[config.mk]
export PLATFORM = sky130hd
export DESIGN_NAME = instr_imm_encoder
export DESIGN_NICKNAME = d
export VERILOG_FILES = /design/src/rtl/instr_imm_encoder.sv
export SDC_FILE = /design/constraint.sdc
export NUM_CORES = 1
export LEC_CHECK = 0
export ABC_AREA = 1
export CAP_MARGIN = 5
export CORE_ASPECT_RATIO = 0.5
export CORE_MARGIN = 2
export CORE_UTILIZATION = 60
export CTS_BUF_LIST = sky130_fd_sc_hd__clkbuf_4
export DETAILED_ROUTE_END_ITERATION = 8
export DONT_BUFFER_PORTS = 1
export PLACE_DENSITY = 0.82
export SYNTH_ARGS = -nofsm -noshare
export SYNTH_HDL_FRONTEND = slang
export SYNTH_SLANG_ARGS = --single-unit
[constraint.sdc]
create_clock -name clk -period 2.1 [get_ports clk]
set_input_delay 0 -clock clk [delete_from_list [all_inputs] [get_ports clk]]
set_output_delay 0 -clock clk [all_outputs]
set_load 0.02 [all_outputs]
[src/rtl/instr_imm_encoder.sv]
// Streaming instruction encoder: range-checks and packs immediates, buffers words in a small FIFO.
// Optional IMM_CLAMP_EN: clamp out-of-range immediates to the class limits and still push the word.
module instr_imm_encoder #(
  parameter int FIFO_DEPTH = 2,
  parameter int ERR_CNT_W  = 8
) (
  input  logic                 clk,
  input  logic                 rst,
  input  logic                 in_valid,
  output logic                 in_ready,
  input  logic [3:0]           in_opcode,
  input  logic [3:0]           in_rd,
  input  logic [3:0]           in_rs,
  input  logic [3:0]           in_rt,
  input  logic [15:0]          in_imm,
  output logic                 out_valid,
  input  logic                 out_ready,
  output logic [15:0]          out_instr,
  output logic                 err_pulse,
  output logic [ERR_CNT_W-1:0] err_cnt,
  output logic [15:0]          word_cnt
);

  localparam int PTR_W = (FIFO_DEPTH > 1) ? $clog2(FIFO_DEPTH) : 1;
  localparam int CNT_W = $clog2(FIFO_DEPTH + 1);

  logic [15:0]      mem [FIFO_DEPTH];
  logic [PTR_W-1:0] wr_ptr;
  logic [PTR_W-1:0] rd_ptr;
  logic [CNT_W-1:0] count;

  logic [15:0] enc_word;
  logic        range_err;
  logic [3:0]  imm4;
  logic [7:0]  imm8;
  logic [8:0]  imm9;
  logic        accept;
  logic        pop;
  logic        push;

  assign in_ready  = (count < CNT_W'(FIFO_DEPTH));
  assign out_valid = (count != '0);
  assign out_instr = mem[rd_ptr];
  assign accept    = in_valid & in_ready;
  assign pop       = out_valid & out_ready;

  // Signed classes are in range when every bit above the field's sign bit matches it.
  always_comb begin
    range_err = 1'b0;
    imm4      = in_imm[3:0];
    imm8      = in_imm[7:0];
    imm9      = in_imm[8:0];
    enc_word  = {in_opcode, in_rd, in_rs, in_rt};
    case (in_opcode)
      4'b0100, 4'b0101, 4'b0110: begin
        range_err = |in_imm[15:4];
`ifdef IMM_CLAMP_EN
        if (range_err) imm4 = 4'hF;
`endif
        enc_word = {in_opcode, in_rd, in_rs, imm4};
      end
      4'b1000, 4'b1001: begin
        range_err = !((&in_imm[15:3]) || !(|in_imm[15:3]));
`ifdef IMM_CLAMP_EN
        if (range_err) imm4 = in_imm[15] ? 4'h8 : 4'h7;
`endif
        enc_word = {in_opcode, in_rd, in_rs, imm4};
      end
      4'b1010: begin
        range_err = !((&in_imm[15:7]) || !(|in_imm[15:7]));
`ifdef IMM_CLAMP_EN
        if (range_err) imm8 = in_imm[15] ? 8'h80 : 8'h7F;
`endif
        enc_word = {in_opcode, in_rd, imm8};
      end
      4'b1011: begin
        range_err = |in_imm[15:8];
`ifdef IMM_CLAMP_EN
        if (range_err) imm8 = 8'hFF;
`endif
        enc_word = {in_opcode, in_rd, imm8};
      end
      4'b1100, 4'b1101, 4'b1110: begin
        range_err = !((&in_imm[15:8]) || !(|in_imm[15:8]));
`ifdef IMM_CLAMP_EN
        if (range_err) imm9 = in_imm[15] ? 9'h100 : 9'h0FF;
`endif
        enc_word = {in_opcode, in_rd[2:0], imm9};
      end
      4'b1111: enc_word = {in_opcode, 12'h000};
      default: enc_word = {in_opcode, in_rd, in_rs, in_rt};
    endcase
  end

`ifdef IMM_CLAMP_EN
  assign push = accept;
`else
  assign push = accept & ~range_err;
`endif

  always_ff @(posedge clk or posedge rst) begin
    if (rst) begin
      for (int i = 0; i < FIFO_DEPTH; i++) mem[i] <= '0;
      wr_ptr <= '0;
      rd_ptr <= '0;
      count  <= '0;
    end else begin
      if (push) begin
        mem[wr_ptr] <= enc_word;
        wr_ptr      <= wr_ptr + PTR_W'(1);
      end
      if (pop) rd_ptr <= rd_ptr + PTR_W'(1);
      case ({push, pop})
        2'b10:   count <= count + CNT_W'(1);
        2'b01:   count <= count - CNT_W'(1);
        default: count <= count;
      endcase
    end
  end

  // Error counter saturates rather than wrapping so a long run of bad input stays visible.
  always_ff @(posedge clk or posedge rst) begin
    if (rst) begin
      err_pulse <= 1'b0;
      err_cnt   <= '0;
      word_cnt  <= '0;
    end else begin
      err_pulse <= accept & range_err;
      if (accept && range_err && (err_cnt != '1)) err_cnt <= err_cnt + ERR_CNT_W'(1);
      if (pop) word_cnt <= word_cnt + 16'(1);
    end
  end

endmodule

==> qor.yml <==
critical_path:
  cp-startpoint: "err_cnt[1]$_DFFE_PP0P_"
  crit_path_start_kind: "register"
  cp.depth: 10
  crit_end: "err_cnt[5]$_DFFE_PP0P_"
  crit_buf_inv: 0
  cp-end-kind: "register"
  worstPathRequired_ps: 2390
  crit_family: "simple AND/OR/NAND/NOR gates"
  crit_chain: "ha_1, nand2_1, nor2_1, nand3_1, nor2_1, nand2_1, nand2_1, nor2_1, nand4_1, nand2_1"
  r2r_end: "err_cnt[5]$_DFFE_PP0P_"
  reg2reg_from: "err_cnt[1]$_DFFE_PP0P_"
  critical_path.max_stage_delay_ps: 500
  rr_worst_depth: 10
  worst_path_most_repeated_cell: "nand2_1"
  crit_arrival_ps: 2140
  path_max_fanout: 7
  reg2reg_slack_ps: 260
  crit_slowest_cell: "dfrtp_1"
  critical_path_class: "register to register"
clock_network:
  clock-sinks: 61
  post_cts.repair.setup_buffers: 0
  cts_resized: 0
  cts_made_buffers: 9
  root_buffer: "clkbuf_4"
  cts.clk_slew.worst_paths_ps: 100
  cts_buffer_depth: 2
  hold_buffers: 31
  tritoncts: "yes"
  ctsHtreeMaxLevel: 3
  clk_latency_ps: 390
job:
  maxCapViolations: 0
timing:
  skew_ps: 12.48
  max_freq_ghz: 0.5421
  max_slew_margin: 0.5968
  fin_tns_setup_ps: 0
  holdWs_ps: 54.97
  tightest_slew_ps: 601.1
  drv_slew: 0
  period_needed_ps: 1845
  hold_violations: 0
  setup_viol: 0
  rsz0062_at_grt: "no"
  period_share: 0.8785
min_path:
  min_delay_path_depth: 4
  min_path_type: "input pin to register"
final_layout:
  fin_cells: 551
  drive_gt1_frac: 0.1130
  layout_commonest_cell: "nand2_1"
  mostFrequentLayoutCells: "nand2_1, dfrtp_1, nand4_1, inv_1, dlygate4sd3_1"
  synthToLayoutAreaGrowth_pct: 14.44
  nNetsFinal: 513
  diodes: 0
floorplanning:
  num_io_pins: 79
  placementRows: 19
  core_sq_um: 5492
  die_width_um: 110.9
  start_util: 0.6247
  die-height_um: 57.47
  dieArea_sq_um: 6376
placed_design:
  finalWeightedCongestion: 0.8203
  dpl.cell_count: 505
  dp_hpwl_um: 5329
  port_buffers: 0
synth:
  syn_avg_cell_area_sq_um: 7.815
  ys_warn_count: 0
  syn_inst: 439
  ys_ff_latch: 61
  synth_area_sq_um: 3431
  synth_cell_types: 25
  synth_nets: 478
  seq_area_frac_synth: 0.4449
global_routing:
  grt_start_max_net_pins: 34
  grt_pass1_wl_um: 14330
  grtUsageTotal: 0.2858
  overflow: 0
  grt_antenna_before_repair: 0
  grt_pass1_vias: 3084
power_and_ir_drop:
  seqPwrFrac: 0.441
  vdd_drop_max_v: 0.0006953
  switching_share: 0.4503
  clkPwrFrac: 0.174
  finalPower_uw: 4544
  pwr-share-comb: 0.385
  cellLeakagePower_uw: 0.002033
  power.internal_uw: 2498
  power.density_nw_per_um2: 1157
  p_sw_uw: 2046
drt:
  first_pass_iters: 5
  wl_per_cell_um: 15.43
  drt_iter0_drc: 293
  wl_um: 8500
  vias: 3104
  vias_per_cell: 5.633
  drcViolationCount: 0
  antenna_left: 0
run_status:
  status: "complete, no violations"
-- metrics by stage --
| stage | utilization | instance area (sq um) | setup WS [ps] |
|---|---|---|---|
| after detailed placement | 0.6352 | 3488 | 313.7 |
| final | 0.7150 | 3926 | 255.2 |
| after global routing | 0.7150 | 3926 | 50.88 |
| after CTS | 0.7150 | 3926 | 259.0 |
| after floorplan | - | 3431 | 371.8 |
| after global placement | 0.6352 | 3488 | 369.6 |
-- sequential cells by signal, summed over array words and instances, names as in the netlist --
name	cells
word_cnt	16
rd_ptr	1
count	2
mem	32
err_cnt	8
err_pulse	1
wr_ptr	1
-- worst register-to-register path: stages, from the launching register on --
cell	delay, ps
dfrtp_1	500
ha_1	240
nand2_1	60
nor2_1	160
nand3_1	130
nor2_1	110
nand2_1	160
nand2_1	140
nor2_1	70
nand4_1	100
nand2_1	60
-- layer usage --
layer  GRT usage  vias to the layer above  part of all wire
met1      0.3474                     1420              0.41
li1            -                     1496                 -
met2      0.4803                      169              0.47
met5           0                        -                 0
met4      0.1214                        0             0.020
met3     0.09458                       19              0.11
-- worst min path at each step --
stage / startpoint / to
after floorplan: in_opcode[0] / mem[12]$_DFFE_PP0P_
after global placement: rst / err_cnt[6]$_DFFE_PP0P_
after detailed placement: rst / err_cnt[6]$_DFFE_PP0P_
after CTS: in_imm[5] / mem[21]$_DFFE_PP0P_
after global routing: in_imm[5] / mem[5]$_DFFE_PP0P_
final: in_imm[5] / mem[21]$_DFFE_PP0P_
-- layout make-up --
class                      count  area (sq um)
sequential                    61          1526
multi-input combinational    319          1642
clock buffer                  12         90.09
fill                         419          1565
timing repair buffer          40         377.9
clock inverter                 3         37.54
tap                           73         91.34
inverter                      43         161.4
-- cells by family (layout without fill, tap and decap cells) --
family / count (synthesis) / after routing / share of synthesized area
buffers and inverters: 59 / 98 / 0.07804
adders and majority gates: 3 / 3 / 0.01094
DFF: 61 / 61 / 0.4449
AOI/OAI and AO/OA: 17 / 17 / 0.03136
xor gates and xnor gates: 20 / 20 / 0.05106
and+or+nand+nor: 279 / 279 / 0.3837
-- power by group through the flow --
stage	combinational (uW)	clock, uW	sequential, uW
floorplan	1390	0	1930
global placement	1640	0	2000
detailed placement	1670	0	2010
CTS	1740	795	2000
global route	1950	858	2050
finish	1750	790	2000
-- synth_stat cells (all sizes together) --
| master | instances | share of area |
|---|---|---|
| buf | 7 | 0.021 |
| nor2 | 32 | 0.044 |
| o21ai | 10 | 0.015 |
| a32o | 4 | 0.012 |
| xor2 | 12 | 0.031 |
| o22ai | 2 | 0.0036 |
| xnor2 | 8 | 0.020 |
| nor3 | 3 | 0.0088 |
| ha | 3 | 0.011 |
| a21oi | 1 | 0.0015 |
| clkbuf | 9 | 0.0098 |
| inv | 40 | 0.044 |
| nand4 | 46 | 0.093 |
| nand3 | 22 | 0.039 |
| nand2 | 176 | 0.20 |
| clkinv | 3 | 0.0033 |
| dfrtp | 61 | 0.44 |
No activity file was read; power rests on OpenSTA's default activity.
